`config.mk`:
```
export PLATFORM = sky130hd
export DESIGN_NAME = booth_divider
export DESIGN_NICKNAME = d
export VERILOG_FILES = /design/src/rtl/booth_divider.sv
export SDC_FILE = /design/constraint.sdc
export NUM_CORES = 1
export LEC_CHECK = 0
export ABC_AREA = 1
export BUFFER_PORTS_ARGS = -buffer_cell sky130_fd_sc_hd__buf_2
export CORE_MARGIN = 3
export CORE_UTILIZATION = 52
export DETAILED_ROUTE_END_ITERATION = 10
export GPL_TIMING_DRIVEN = 1
export HOLD_SLACK_MARGIN = 0.1
export PLACE_DENSITY = 0.77
export SLEW_MARGIN = 5
export SYNTH_ARGS = -nofsm -noshare
export SYNTH_HDL_FRONTEND = slang
export SYNTH_SLANG_ARGS = --single-unit
```
`constraint.sdc`:
```
create_clock -name CLK -period 1.7 [get_ports CLK]
set_input_delay 0.34 -clock CLK [delete_from_list [all_inputs] [get_ports CLK]]
set_output_delay 0.34 -clock CLK [all_outputs]
set_load 0.005 [all_outputs]
```
`src/rtl/booth_divider.sv`:
```
// Sequential signed divider: restoring shift-subtract on operand magnitudes,
// then sign correction; results are presented with a one-cycle tx pulse.
module booth_divider #(
    parameter int WIDTH = 4
) (
    input  logic             CLK,
    input  logic             RST,
    input  logic             start,
    input  logic [WIDTH-1:0] dividend,
    input  logic [WIDTH-1:0] divisor,
    output logic [WIDTH-1:0] quotient,
    output logic [WIDTH-1:0] remainder,
    output logic             busy,
    output logic             tx,
    output logic             dz,
    output logic             ovf
);
    typedef enum logic [1:0] {IDLE, CALC, FIX} state_t;
    localparam int CW = $clog2(WIDTH + 1);

    state_t           state;
    logic [CW-1:0]    cnt;
    logic [WIDTH-1:0] rem, quo, dvs, dvd_raw;
    logic             sgn_a, sgn_b, dz_r, ovf_r;

    logic [WIDTH-1:0] mag_a, mag_b;
    logic [WIDTH:0]   shifted;
    logic [WIDTH+1:0] trial;
    logic             is_zero, is_ovf;

    // Magnitudes are unsigned, so the most-negative operand maps onto 2^(W-1) cleanly.
    always_comb begin
        mag_a   = dividend[WIDTH-1] ? -dividend : dividend;
        mag_b   = divisor[WIDTH-1]  ? -divisor  : divisor;
        is_zero = (divisor == '0);
        is_ovf  = (dividend == {1'b1, {(WIDTH-1){1'b0}}}) && (divisor == '1);
        shifted = {rem, quo[WIDTH-1]};
        trial   = {1'b0, shifted} - {2'b00, dvs};
    end

    always_ff @(posedge CLK or posedge RST) begin
        if (RST) begin
            state     <= IDLE;
            cnt       <= '0;
            rem       <= '0;
            quo       <= '0;
            dvs       <= '0;
            dvd_raw   <= '0;
            sgn_a     <= 1'b0;
            sgn_b     <= 1'b0;
            dz_r      <= 1'b0;
            ovf_r     <= 1'b0;
            quotient  <= '0;
            remainder <= '0;
            busy      <= 1'b0;
            tx        <= 1'b0;
            dz        <= 1'b0;
            ovf       <= 1'b0;
        end else begin
            tx <= 1'b0;
            case (state)
                IDLE: begin
                    if (start) begin
                        rem     <= '0;
                        quo     <= mag_a;
                        dvs     <= mag_b;
                        dvd_raw <= dividend;
                        sgn_a   <= dividend[WIDTH-1];
                        sgn_b   <= divisor[WIDTH-1];
                        dz_r    <= is_zero;
                        ovf_r   <= is_ovf;
                        cnt     <= '0;
                        busy    <= 1'b1;
                        state   <= CALC;
                    end
                end
                CALC: begin
                    if (!trial[WIDTH+1]) begin
                        rem <= trial[WIDTH-1:0];
                        quo <= {quo[WIDTH-2:0], 1'b1};
                    end else begin
                        rem <= shifted[WIDTH-1:0];
                        quo <= {quo[WIDTH-2:0], 1'b0};
                    end
                    cnt <= cnt + 1'b1;
                    if (cnt == CW'(WIDTH - 1))
                        state <= FIX;
                end
                FIX: begin
                    // Overflow needs no special path: 2^(W-1) with no negation wraps to -2^(W-1).
                    if (dz_r) begin
                        quotient  <= '1;
                        remainder <= dvd_raw;
                    end else begin
                        quotient  <= (sgn_a ^ sgn_b) ? -quo : quo;
                        remainder <= sgn_a ? -rem : rem;
                    end
                    dz    <= dz_r;
                    ovf   <= ovf_r;
                    tx    <= 1'b1;
                    busy  <= 1'b0;
                    state <= IDLE;
                end
                default: state <= IDLE;
            endcase
        end
    end
endmodule

```
# Word level (Yosys, flattened, before mapping)
# Index checks and enable logic that the tools add are counted.
# classes
addsub	6
eq_ne	7
n_mux	20
bitwise	1
reduce_logical	9
# ops
operator	n
4-bit two-way mux	9
4-bit negation	4
4-bit case mux with 2 select lines	2
4-bit equality test, second input constant	2
2-bit AND reduction	4
3-bit case mux with 2 select lines	1
5-bit by 4-bit subtractor with 6-bit output	1
4-bit zero test	1
2-bit two-way mux	2
2-bit != test, second input constant	2
2-bit case mux with 2 select lines	1
2-bit nonzero test	2
3-bit by 1-bit adder with 3-bit output, second input constant	1
3-bit by 2-bit equality test with 1-bit output, second input constant	1
1-bit two-way mux	3
3-bit two-way mux	1
2-bit by 1-bit equality test with 1-bit output, second input constant	1
2-bit equality test, second input constant	1
2-bit zero test	1
1-bit case mux with 2 select lines	1
1-bit logical AND	1
1-bit XOR	1
# totals
ff_bits	37
input_bits	11

# Depth between registers and ports, before layout
# depth
word_depth	4
ltp_mapped	9
ltp_nobuf	9

# Worst setup path after synthesis
# Ideal clock, no wire load.
# synth_timing
kind	register to register
start	reg quo[3]
end	reg rem[2]
setup_ps	125
t_arrival_ps	1242
t_required_ps	1575
setup_slack_ps	333
path_stages_with_launch	7
n_path_buf	0
synth_period_minus_slack_ps	1367
cell_sequence	dfrtp_1 -> inv_1 -> ha_1 -> fa_1 -> xnor2_1 -> nand3_1 -> nand3_1
# synth_via
elab_chain_cells	3
# synth_lines
item	line_no	text
from (decl)	23	logic [WIDTH-1:0] rem, quo, dvs, dvd_raw;
from (signal assigned)	65	quo <= mag_a;
from (signal assigned)	80	quo <= {quo[WIDTH-2:0], 1'b1};
from (signal assigned)	83	quo <= {quo[WIDTH-2:0], 1'b0};
5-bit by 4-bit subtractor with 6-bit output	38	trial = {1'b0, shifted} - {2'b00, dvs};
4-bit two-way mux	78	if (!trial[WIDTH+1]) begin
4-bit case mux with 2 select lines	61	case (state)
to (signal assigned)	79	rem <= trial[WIDTH-1:0];
to (signal assigned)	82	rem <= shifted[WIDTH-1:0];
to (decl)	23	
# No other way between the ends.
# A chain may end at the register's enable or synchronous reset.

# Final worst setup path
# layout_timing
start	reg rem[1]
end	reg rem[2]
# layout_via
elab_chain_cells	3
# layout_lines
item	line_no
5-bit by 4-bit subtractor with 6-bit output	38
4-bit two-way mux (*)	78
4-bit case mux with 2 select lines (*)	61
# Mark *: on every way between the ends. The rest lies on a longest branch, timed or not.

==> results.py <==
metrics = {
    "logic_synthesis": {
        "ys_seq_area_frac": 0.475,
        "yosys_warnings": 0,
        "synth_largest_area_cell": "dfrtp_1",
        "synth_ff_type": "dfrtp_1",
        "avgSynthCellArea_um2": 8.42,
        "synth_most_common_cell": "nand2_1",
        "ys_top_cells_by_area": "dfrtp_1 48%, nand2_1 8.1%, inv_1 7.5%",
        "syn-num-nets": 248,
        "syn-instance-count": 225,
        "synth.distinct_cells": 28,
        "syn-cell-area_um2": 1900,
        "synth-edff-count": 0,
        "synthTopCellsByCount": "41 x nand2_1, 38 x inv_1, 36 x dfrtp_1, 21 x nor2_1, 16 x o21ai_0",
        "synth_top_area_share": 0.475,
        "ys_ff_latch": 36,
        "async_flop_share": 1.00,
    },
    "timing": {
        "worstMarginPinSlew_ns": 0.441,
        "post-route-period-util": 0.911,
        "final-hold-violation-count": 0,
        "slew_viol_final": 0,
        "fin_skew_ns": 0.00707,
        "tns_ns": 0,
        "min_period_ns": 1.55,
        "rsz0062_at_grt": "false",
        "timing.slew.headroom": 0.706,
        "fmaxAchievable_ghz": 0.646,
        "setup_viol": 0,
    },
    "critical_path": {
        "r2r_start": "rem[1]$_DFFE_PP0P_",
        "ff2ff_path_depth": 7,
        "reg2reg_slack_ns": 0.15,
        "crit_type": "reg2reg",
        "startpoint": "rem[1]$_DFFE_PP0P_",
        "r2r_end": "rem[2]$_DFFE_PP0P_",
        "crit_required_ns": 1.91,
        "cp-end-kind": "flip-flop",
        "start_kind": "flip-flop",
        "critPathMaxFanout": 4,
        "endpoint": "rem[2]$_DFFE_PP0P_",
        "arrival_ns": 1.76,
    },
    "route": {
        "met3_length_um": 171,
        "top_layer_used": "met4",
        "drcViolationCount": 0,
        "wl_per_cell_um": 12.5,
        "wirelength_um": 3740,
        "viasPerCell": 5.14,
        "final_antenna_net_count": 0,
        "drt_iter0_markers": 67,
        "wl_met2_um": 1640,
        "vias": 1542,
        "wl_met1_um": 1800,
        "first_pass_iters": 5,
    },
    "floorplanning": {
        "core_um2": 3420,
        "dieWidth_um": 66.4,
        "start_util": 0.555,
        "die_h_um": 66.4,
        "rows": 21,
        "ios": 23,
        "fp.dieArea_um2": 4410,
    },
    "grt": {
        "grt_pass1_vias": 1450,
        "antenna_found_initial": 0,
        "grt_overflow": 0,
        "grt_pass1_wl_um": 6420,
        "gr-usage-all-layers": 0.196,
        "grt_max_degree": 37,
    },
    "clock_network": {
        "h-tree-depth": 2,
        "cts_sinks": 36,
        "clkSlewWorstSetupHoldPaths_ns": 0.10,
        "cts_hold_buf": 0,
        "cts_tree": "done",
        "cts_root_buffer": "clkbuf_4",
        "cts-resized-gates": 0,
        "cts_buffers": 5,
        "clkLatencyLatePin_ns": 0.33,
        "cts_buffer_depth": 2,
        "cts_post_setup_buffers_inserted": 0,
    },
    "pwr": {
        "p_per_area_nw_per_um2": 1810,
        "leakagePower_nw": 1.09,
        "ir_worst_vdd_mv": 0.819,
    },
    "placement": {
        "gp_congestion": 0.949,
        "portBuffers": 22,
        "hpwl_um": 2910,
        "place_inst": 293,
    },
    "cells_and_area": {
        "drive_gt1_frac": 0.161,
        "instances_no_fill": 300,
        "areaGrowthSynthToFinish_pct": 11.6,
        "fillers": 323,
        "num_antenna_cells": 0,
        "nets": 277,
    },
    "job": {
        "max_cap_viol_count": 0,
    },
    "min_path": {
        "hold_path_class": "in2async",
    },
    "status": {
        "status": "finished, final reports clean",
    },
}
## where the power goes
part	switching, mW	internal [mW]
combinational	1.19	0.759
sequential	0.235	1.24
clock	0.257	0.152
## layer usage
metal  vias up  global-route usage
li1        790                   -
met4         0              0.0990
met1       709               0.251
met5         -                   0
met2        34               0.297
met3         9              0.0578
## area by class of cell
class | instances | area [um2] | area share
inverters | 43 | 166 | 0.0787
flip-flops and latches | 36 | 901 | 0.426
clock inverters | 1 | 5.00 | 0.00237
multi-input cells | 143 | 811 | 0.383
well taps | 46 | 57.6 | 0.0272
clock buffers | 6 | 41.3 | 0.0195
repair buffers | 25 | 133 | 0.0627
## kinds of logic after synthesis
logic type | count (synthesis) | share of synthesized area
and+or+nand+nor | 89 | 0.211
adders and majority gates | 12 | 0.0832
DFF | 36 | 0.475
xor gates and xnor gates | 4 | 0.0185
AOI/OAI and AO/OA | 38 | 0.115
buffers and inverters | 46 | 0.0970
## flip-flops by register name, summed over array words and instances, names as in the netlist
| signal | cells |
|---|---|
| sgn_b | 1 |
| quotient | 4 |
| quo | 4 |
| ovf | 1 |
| remainder | 4 |
| dvd_raw | 4 |
| busy | 1 |
| dz_r | 1 |
| cnt | 3 |
| tx | 1 |
| ovf_r | 1 |
| dz | 1 |
| rem | 4 |
| dvs | 4 |
| state | 2 |
## critical path, cell delays in order, from the launching register on
cell and delay [ns]:
dfrtp_1 0.44, ha_1 0.36, nand2_1 0.09, inv_1 0.05, nand3_1 0.13, nand3_1 0.16
nand3_1 0.11, nand3_1 0.08
## layout by cell type, fill, tap and decap left out, types with 2 or more instances in the layout
| master | n |
|---|---|
| nand3_1 | 14 |
| buf_2 | 22 |
| a21oi_1 | 8 |
| xor2_1 | 2 |
| nor2_1 | 21 |
| xnor2_1 | 2 |
| nand4_1 | 6 |
| dfrtp_1 | 36 |
| nand2_1 | 41 |
| o211ai_1 | 2 |
| buf_4 | 3 |
| clkbuf_4 | 5 |
| o221ai_1 | 2 |
| o21ai_0 | 16 |
| o22ai_1 | 5 |
| inv_4 | 2 |
| nor3_1 | 2 |
| a31oi_1 | 2 |
| ha_1 | 11 |
| inv_2 | 3 |
| nor2_4 | 2 |
| inv_1 | 38 |
## worst min path at each step
stage	from	end	slack [ns]	depth (start not counted)
global route	RST	remainder[3]$_DFFE_PP0P_	0.13	3
CTS	RST	tx$_DFF_PP0_	0.10	3
floorplan	dvd_raw[0]$_DFFE_PP0P_	dvd_raw[0]$_DFFE_PP0P_	0.45	2
detailed placement	busy$_DFFE_PP0P_	busy$_DFFE_PP0P_	0.45	2
global placement	busy$_DFFE_PP0P_	busy$_DFFE_PP0P_	0.45	2
finish	RST	cnt[0]$_DFFE_PP0P_	0.09	3
## metrics by stage
stage               total power, mW  hold WS, ns  worst slack, ns  utilization  area, um2
floorplan                      2.91        0.450            0.333            -       1900
global placement               3.36        0.449            0.260        0.605       2070
detailed placement             3.44        0.454            0.200        0.605       2070
CTS                            3.85        0.103            0.167        0.619       2110
global route                   4.25        0.131           0.0449        0.619       2110
finish                         3.83       0.0949            0.151        0.619       2110
Note: power is estimated with default switching activity, not from simulation.
